$ cat config.mk
export PLATFORM = sky130hd
export DESIGN_NAME = rst_seq_gen_flat
export DESIGN_NICKNAME = d
export VERILOG_FILES = /design/src/rtl/rst_seq_gen_pkg.sv /design/src/rtl/rst_seq_gen_if.sv /design/src/rtl/rst_seq_gen_sync.sv /design/src/rtl/rst_seq_gen.sv /design/src/flat_wrapper.sv
export SDC_FILE = /design/constraint.sdc
export NUM_CORES = 1
export LEC_CHECK = 0
export CORE_MARGIN = 5
export CORE_UTILIZATION = 25
export CTS_CLUSTER_DIAMETER = 100
export DETAILED_ROUTE_END_ITERATION = 8
export PLACE_DENSITY = 0.48
export SYNTH_ARGS = -nofsm -noshare
export SYNTH_HDL_FRONTEND = slang
export SYNTH_HIERARCHICAL = 1
export SYNTH_SLANG_ARGS = --single-unit
$ cat constraint.sdc
create_clock -name CLK -period 3.05 [get_ports CLK]
set_clock_uncertainty 0.05 [all_clocks]
set_input_delay 0.4575 -clock CLK [delete_from_list [all_inputs] [get_ports CLK]]
set_output_delay 0.4575 -clock CLK [all_outputs]
set_load 0.005 [all_outputs]
$ cat src/rtl/rst_seq_gen_pkg.sv
// Shared types and sizing helpers for the staged reset sequencer.
// Pure declarations: no logic, no latency, no backpressure.
package rst_seq_pkg;

    typedef enum logic [1:0] {
        S_WAIT = 2'd0,
        S_REL  = 2'd1,
        S_DONE = 2'd2,
        S_HOLD = 2'd3
    } seq_state_e;

    localparam int DEF_NOUT  = 4;
    localparam int DEF_DLY   = 1;
    localparam int DEF_NSYNC = 2;

    function automatic int cnt_width(input int dly);
        return (dly < 1) ? 1 : $clog2(dly + 1);
    endfunction

    function automatic int idx_width(input int nout);
        return (nout <= 2) ? 1 : $clog2(nout);
    endfunction

endpackage

$ cat src/rtl/rst_seq_gen_if.sv
// Reset fan-out bundle between the sequencer (master) and the per-domain consumers (slave).
// Wires only: no latency, no backpressure.
interface rst_seq_gen_if #(
    parameter int NOUT = rst_seq_pkg::DEF_NOUT
) ();
    logic            SRST;
    logic [NOUT-1:0] NRST;
    logic [NOUT-1:0] NPLS;
    logic            DONE;

    modport master (input SRST, output NRST, output NPLS, output DONE);
    modport slave  (output SRST, input NRST, input NPLS, input DONE);
endinterface

$ cat src/rtl/rst_seq_gen_sync.sv
// Async-assert, sync-deassert reset synchronizer, NSTAGE flops deep (NSTAGE >= 1).
// Release latency NSTAGE edges; assertion is immediate; no backpressure.
module rst_sync_n #(
    parameter int NSTAGE = 2
) (
    input  logic CLK,
    input  logic NARST,
    output logic nrst_o
);
    logic [NSTAGE-1:0] sync_q;
    logic [NSTAGE:0]   shift_d;

    assign shift_d = {sync_q, 1'b1};

    always_ff @(posedge CLK or negedge NARST) begin
        if (!NARST) begin
            sync_q <= '0;
        end else begin
            sync_q <= shift_d[NSTAGE-1:0];
        end
    end

    assign nrst_o = sync_q[NSTAGE-1];
endmodule

$ cat src/rtl/rst_seq_gen.sv
// Staged reset sequencer: NOUT active-low resets released DLY cycles apart, each preceded by a one-cycle NPLS low.
// First release NSYNC+DLY edges after NARST rises; SRST holds/restarts the sequence; no backpressure.
module rst_seq_gen
    import rst_seq_pkg::*;
#(
    parameter int NOUT  = DEF_NOUT,
    parameter int DLY   = DEF_DLY,
    parameter int NSYNC = DEF_NSYNC
) (
    input  logic         CLK,
    input  logic         NARST,
    rst_seq_gen_if.master bus
);
    localparam int CW = cnt_width(DLY);
    localparam int IW = idx_width(NOUT);

    localparam logic [CW-1:0] CNT_TC  = CW'(DLY - 1);
    localparam logic [IW-1:0] IDX_LST = IW'(NOUT - 1);

    logic            sync;
    seq_state_e      state_q, state_d;
    logic [CW-1:0]   cnt_q, cnt_d;
    logic [IW-1:0]   idx_q, idx_d;
    logic [NOUT-1:0] nrst_q, nrst_d;
    logic [NOUT-1:0] npls_q, npls_d;
    logic            done_q, done_d;

    // The state flop acts as the last synchronizer stage, so the WAIT->REL
    // edge is the NSYNC-th edge after NARST rises (edge R).
    rst_sync_n #(.NSTAGE(NSYNC - 1)) u_sync (
        .CLK    (CLK),
        .NARST  (NARST),
        .nrst_o (sync)
    );

    always_ff @(posedge CLK or negedge NARST) begin
        if (!NARST) begin
            state_q <= S_WAIT;
            cnt_q   <= '0;
            idx_q   <= '0;
            nrst_q  <= '0;
            npls_q  <= '1;
            done_q  <= 1'b0;
        end else begin
            state_q <= state_d;
            cnt_q   <= cnt_d;
            idx_q   <= idx_d;
            nrst_q  <= nrst_d;
            npls_q  <= npls_d;
            done_q  <= done_d;
        end
    end

    always_comb begin
        state_d = state_q;
        cnt_d   = cnt_q;
        idx_d   = idx_q;
        nrst_d  = nrst_q;
        done_d  = done_q;
        npls_d  = '1;

        unique case (state_q)
            S_WAIT: begin
                if (sync && !bus.SRST) begin
                    state_d = S_REL;
                    cnt_d   = '0;
                    idx_d   = '0;
                end
            end
            S_REL: begin
                if (bus.SRST) begin
                    state_d = S_HOLD;
                end else if (cnt_q == CNT_TC) begin
                    nrst_d[idx_q] = 1'b1;
                    cnt_d         = '0;
                    if (idx_q == IDX_LST) begin
                        state_d = S_DONE;
                        done_d  = 1'b1;
                    end else begin
                        idx_d = idx_q + 1'b1;
                    end
                end else begin
                    cnt_d = cnt_q + 1'b1;
                end
            end
            S_DONE: begin
                if (bus.SRST) begin
                    state_d = S_HOLD;
                end
            end
            S_HOLD: begin
                if (!bus.SRST) begin
                    state_d = S_REL;
                    cnt_d   = '0;
                    idx_d   = '0;
                end
            end
            default: state_d = S_WAIT;
        endcase

        if (state_d == S_HOLD) begin
            cnt_d  = '0;
            idx_d  = '0;
            nrst_d = '0;
            done_d = 1'b0;
        end

        // Pulse is derived from next-state so it sits exactly one cycle ahead of its release.
        if (state_d == S_REL && cnt_d == CNT_TC) begin
            npls_d[idx_d] = 1'b0;
        end
    end

    assign bus.NRST = nrst_q;
    assign bus.NPLS = npls_q;
    assign bus.DONE = done_q;
endmodule

$ cat src/flat_wrapper.sv
// flat-port wrapper written by rule: the top's interface ports become plain ports
module rst_seq_gen_flat import rst_seq_pkg::*;
#(
    parameter int NOUT  = DEF_NOUT,
    parameter int DLY   = DEF_DLY,
    parameter int NSYNC = DEF_NSYNC
)
  (CLK, NARST, bus_SRST, bus_NRST, bus_NPLS, bus_DONE);
  rst_seq_gen_if #(.NOUT(NOUT)) bus_i ();
  input  logic CLK;
  input  logic NARST;
  input wire logic [$bits(bus_i.SRST)-1:0] bus_SRST;
  output wire logic [$bits(bus_i.NRST)-1:0] bus_NRST;
  output wire logic [$bits(bus_i.NPLS)-1:0] bus_NPLS;
  output wire logic [$bits(bus_i.DONE)-1:0] bus_DONE;
  assign bus_i.SRST = bus_SRST;
  assign bus_NRST = bus_i.NRST;
  assign bus_NPLS = bus_i.NPLS;
  assign bus_DONE = bus_i.DONE;
  rst_seq_gen #(.NOUT(NOUT), .DLY(DLY), .NSYNC(NSYNC)) u_core (.CLK(CLK), .NARST(NARST), .bus(bus_i));
endmodule
* Word-level counts from Yosys, hierarchy flattened *
Index checks and enable logic that the tools add are counted.

cells by class
  $add $sub $neg = 2
  $lt $le $gt $ge = 4
  equal/unequal tests = 8
  muxes and demuxes = 34
  bitwise operators = 3
  reduce and logical (&&, ||, !) cells = 10

operator list
  kind                                                                    count
  2-bit 2-to-1 mux                                                        12
  4-bit 2-to-1 mux                                                        5
  1-bit 2-to-1 mux                                                        12
  2-bit equality test (second input constant)                             4
  2-bit case mux with 4 select lines                                      1
  2-bit by 3-bit < comparator with 1-bit output (second input constant)   2
  2-bit case mux with 3 select lines                                      1
  1-bit demux with 2-bit select                                           2
  2-bit by 1-bit equality test with 1-bit output (second input constant)  2
  2-bit by 1-bit >= comparator with 1-bit output (second input constant)  2
  1-bit logical AND                                                       4
  4-bit NOT                                                               1
  4-bit bitwise OR                                                        1
  4-bit AND reduction                                                     1
  2-bit nonzero test                                                      2
  1-bit case mux with 3 select lines                                      1
  3-bit AND reduction                                                     1
  2-bit by 1-bit adder with 2-bit output (second input constant)          1
  2-bit zero test                                                         1
  2-bit by 1-bit != test with 1-bit output (second input constant)        1
  2-bit != test (second input constant)                                   1
  1-bit adder (second input constant)                                     1
  1-bit zero test                                                         1
  1-bit NOT                                                               1

word-level totals
  register bits = 15
  input bits = 3
  output and inout bits = 9

* Logic depth before layout (Yosys ltp) *
  word-level depth = 13
  mapped depth = 5
  gate-level depth less buffers = 4

* Hierarchy *
Netlist, hierarchy kept.

by module, submodules not included
  module       instances  cells an instance  area each (sq um)  seq. area each (sq um)
  rst_seq_gen  1          63                 660.6              355.3
  rst_sync_n   1          2                  28.8               25.0

* Least setup slack after synthesis *
Ideal clock, no wire load.

  path kind = reg-to-reg
  from = register u_core.state_q[0]
  to = register u_core.npls_q[1] (netlist: u_core/bus.NPLS[1])
  setup time = 0.088 ns
  arrival = 1.394 ns
  data required time = 2.912 ns
  setup slack = 1.518 ns
  stages on the path, launching flop included = 6
  path buffers = 1
  period minus slack after synthesis = 1.532 ns
  cells stage by stage = dfrtp_1 buf_6 or3b_4 a21oi_2 o21ai_1 or3b_1

on the way
  word-level cells in the longest chain between the ends = 12

ends and longest elaborated chain
  what                                                                                                                                          line                source
  start: declaration                                                                                                                            rst_seq_gen.sv:21   seq_state_e state_q, state_d;
  start signal: assignment                                                                                                                      rst_seq_gen.sv:45   state_q <= state_d;
  2-bit 2-to-1 mux                                                                                                                              rst_seq_gen.sv:76   if (idx_q == IDX_LST) begin
  2-bit 2-to-1 mux                                                                                                                              rst_seq_gen.sv:73   end else if (cnt_q == CNT_TC) begin
  2-bit 2-to-1 mux                                                                                                                              rst_seq_gen.sv:71   if (bus.SRST) begin
  2-bit case mux with 4 select lines                                                                                                            rst_seq_gen.sv:62   unique case (state_q)
  2-bit equality test                                                                                                                           rst_seq_gen.sv:101  if (state_d == S_HOLD) begin
  2-bit 2-to-1 mux                                                                                                                              rst_seq_gen.sv:101
  2-bit by 3-bit < comparator with 1-bit output (implied by the code) / 2-bit by 1-bit >= comparator with 1-bit output (equally long branches)  rst_seq_gen.sv:110  npls_d[idx_d] = 1'b0;
  1-bit logical AND (implied by the code)                                                                                                       rst_seq_gen.sv:110
  1-bit 2-to-1 mux (implied by the code)                                                                                                        rst_seq_gen.sv:110
  1-bit demux with 2-bit select                                                                                                                 n/a
  4-bit NOT (no line)                                                                                                                           n/a
  4-bit 2-to-1 mux (*)                                                                                                                          rst_seq_gen.sv:109  if (state_d == S_REL && cnt_d == CNT_TC) begin
  net u_core.npls_d[1]                                                                                                                          rst_seq_gen.sv:25   logic [NOUT-1:0] npls_q, npls_d;
  end signal: assignment                                                                                                                        rst_seq_gen.sv:49   npls_q <= npls_d;
  end: declaration                                                                                                                              rst_seq_gen.sv:25

Mark *: on every way through the listed nets, which the timed path passes. The rest lies on a longest branch.
A chain may end at the register's enable or synchronous reset.

* Final worst setup path *
  from = input bus_SRST
  to = register u_core.npls_q[3] (netlist: u_core/bus.NPLS[3])

on the way
  word-level cells in the longest chain between the ends = 12

ends and longest elaborated chain
  what                                                                                                                                          line                source
  start: declaration                                                                                                                            flat_wrapper.sv:12  input wire logic [$bits(bus_i.SRST)-1:0] bus_SRST;
  1-bit zero test                                                                                                                               rst_seq_gen.sv:64   if (sync && !bus.SRST) begin
  1-bit logical AND                                                                                                                             rst_seq_gen.sv:64
  2-bit 2-to-1 mux                                                                                                                              rst_seq_gen.sv:64
  2-bit case mux with 4 select lines                                                                                                            rst_seq_gen.sv:62
  2-bit equality test                                                                                                                           rst_seq_gen.sv:101
  2-bit 2-to-1 mux                                                                                                                              rst_seq_gen.sv:101
  2-bit by 3-bit < comparator with 1-bit output (implied by the code) / 2-bit by 1-bit >= comparator with 1-bit output (equally long branches)  rst_seq_gen.sv:110
  1-bit logical AND (implied by the code)                                                                                                       rst_seq_gen.sv:110
  1-bit 2-to-1 mux (implied by the code)                                                                                                        rst_seq_gen.sv:110
  1-bit demux with 2-bit select                                                                                                                 n/a
  4-bit NOT (no line)                                                                                                                           n/a
  4-bit 2-to-1 mux (*)                                                                                                                          rst_seq_gen.sv:109
  net u_core.npls_d[3]                                                                                                                          rst_seq_gen.sv:25

Marked as above.

==> reports/results.ini <==
[status]
status = finished, final reports clean

[power]
vdd_drop_max_mv = 0.193
switching_share_pct = 24.7
p_int_w = 0.000273
p_leak_nw = 0.345
p_switching_w = 0.0000894
p_seq_share_pct = 58.6
pwr-share-comb_pct = 9.6
power_density_nw_per_um2 = 430
clkPwrFrac_pct = 31.8

[layout]
antennaDiodeCount = 0
area_growth_pct = 22.1
instances_no_fill = 108
final_nets = 81
drive_gt1_share_pct = 14.3

[clocking]
cts-htree-levels = 1
clk_latency_ns = 0.29
clk_pin_slew_worst_paths_ns = 0.09
cts_made_buffers = 3
cts_root_buf = clkbuf_4
clkSinkCount = 15
clockBufferDepth = 2
ctsHoldBuffers = 0
cts_resized = 0
cts_tree = done
cts_setup_buffers = 0

[logic_synthesis]
yosys.area.top_type = dfrtp_1
synth_edf_count = 0
synthArstFlopShare_pct = 100
synth_area_um2 = 689
synth_seq_cells = 15
synth.area.top_cells = dfrtp_1, dfstp_2, nor2_1
synth_fp_nets = 68
synthCells = 65
yosysUniqueCellTypes = 30
synthTopCellsByCount = dfrtp_1, nor2_1, dfstp_2
synth-main-ff-cell = dfrtp_1
yosysMostFrequentCell = dfrtp_1
ys_seq_area_share_pct = 55.2
avgSynthCellArea_um2 = 10.6
ys_warn_count = 6
synth_top_area_share_pct = 39.9

[worst_setup_path]
cp-start-kind = primary input
worstSetupPathType = in2reg
arrival_ns = 2.10
critPathCaptureType = flop
crit_required_ns = 3.23
crit_path_max_fanout = 12

[route]
avgViaCountPerCell = 4.88
drt_iter0_drc = 14
drc = 0
drt_first_pass_iters = 4
wire_per_inst_um = 13.2
routed_wl_um = 1430
ant_nets = 0
via_count = 527

[sta]
setup_viol = 0
finalCriticalPeriod_ns = 1.92
hold_viol_final = 0
setup-tns-final_ns = 0
rsz0062_at_grt = false
fmax_mhz = 522
relSlewSlack_pct = 54.1
whs_ns = 0.449
tightest_slew_ns = 0.687
post-route-period-util_pct = 62.8
drv_slew = 0

[global_routing]
grt_pass1_vias = 537
grt_overflow = 0
grt_pass1_wl_um = 2430
grt_antenna_before_repair = 0
grt_start_max_net_pins = 16
track_usage_pct = 7.94

[placed_design]
dp_hpwl_um = 1030
port_buffers = 11
placed_cells = 104
routabilityCongestion = 0.808

[die]
io_pins = 12
die_w_um = 62.5
start_util_pct = 25.4
fp.dieArea_um2 = 3910
dieHeight_um = 62.5
core_um2 = 2710
row_count = 19

[worst_hold_path]
hold_path_class = reg2reg

[flow_run]
maxCapViolations = 0

## sequential cells by signal, summed over array words and instances, names as in the netlist
name	cells
u_core/bus.NPLS	4
u_core/bus.NRST	4
u_core/idx_q	2
u_core/state_q	2
u_core/bus.DONE	1
u_core/cnt_q	1
u_core/u_sync/nrst_o	1
## power by group through the flow
| stage | clock, W | sequential, W | combinational [W] |
|---|---|---|---|
| 6_report | 0.000115 | 0.000212 | 0.0000349 |
| 2_1_floorplan | 0 | 0.000214 | 0.0000201 |
| 5_1_grt | 0.000132 | 0.000213 | 0.0000393 |
| 3_3_place_gp | 0 | 0.000216 | 0.0000354 |
| 4_1_cts | 0.000122 | 0.000212 | 0.0000354 |
| 3_5_place_dp | 0 | 0.000216 | 0.0000353 |
## cell families (layout without fill, tap and decap cells)
| logic type | after synthesis | count (layout) | synth area share, % |
|---|---|---|---|
| AND/OR/NAND/NOR | 27 | 27 | 22.0 |
| AO/OA/AOI/OAI | 16 | 16 | 16.3 |
| flip-flops | 15 | 15 | 55.2 |
| buffers and inverters | 5 | 17 | 4.54 |
| adder cells (fa/ha/maj) | 1 | 1 | 1.45 |
| other | 1 | 1 | 0.544 |
## per-stage QoR
stage	utilization (%)	setup slack [ns]	instance area [µm²]	power, W
after floorplan	-	1.52	689	0.000234
after global placement	30.1	0.847	815	0.000251
after detailed placement	30.1	0.839	815	0.000251
after CTS	31.1	1.14	842	0.000369
after global routing	31.1	1.04	842	0.000385
final	31.1	1.13	842	0.000362
## path summary, 6_finish.rpt
kind                                     from              endpoint  slack (ns)  cells after the start
max                                  bus_SRST    u_core/bus.NPLS[3]        1.13                      5
min                        u_core/bus.NRST[0]    u_core/bus.NRST[0]        0.45                      1
min reg2reg                u_core/bus.NRST[0]    u_core/bus.NRST[0]        0.45                      1
min in group asynchronous               NARST  u_core/u_sync/nrst_o        0.53                      1
max reg2reg                 u_core/state_q[1]    u_core/bus.NPLS[1]        1.34                      4
max in group asynchronous               NARST    u_core/bus.NRST[1]        1.99                      1
## critical path, stage by stage
cell and delay, ns:
clkdlybuf4s50_1 0.61, or4b_1 0.58, o21ai_0 0.09, o211a_1 0.22, nand3b_1 0.14
## layout by cell type, fill, tap and decap left out, types with 2 or more instances in the layout
cell / n
a21oi_1: 3
a21oi_2: 2
clkbuf_4: 3
clkdlybuf4s50_1: 11
dfrtp_1: 11
dfstp_2: 4
inv_1: 2
nand2_1: 3
nand2b_1: 2
nand3_1: 2
nand3b_1: 3
nor2_1: 10
o21a_1: 2
o21ai_0: 3
## cell type report
class | instances | area [µm²]
Clock buffer | 3 | 22.5
Fill cell | 285 | 1870
Inverter | 2 | 7.51
Tap cell | 31 | 38.8
Timing Repair Buffer | 11 | 110
Multi-Input combinational cell | 45 | 278
Clock inverter | 1 | 5.00
Sequential cell | 15 | 380
## metal layers
layer | share of wire [%] | track usage (%) | wire length (µm)
met5 | 0 | 0 | 0
met4 | 3.2 | 7.16 | 46
met3 | 7.3 | 2.70 | 104
met2 | 44 | 11.1 | 620
met1 | 46 | 9.38 | 654
Power figures use the tool's default switching activity.
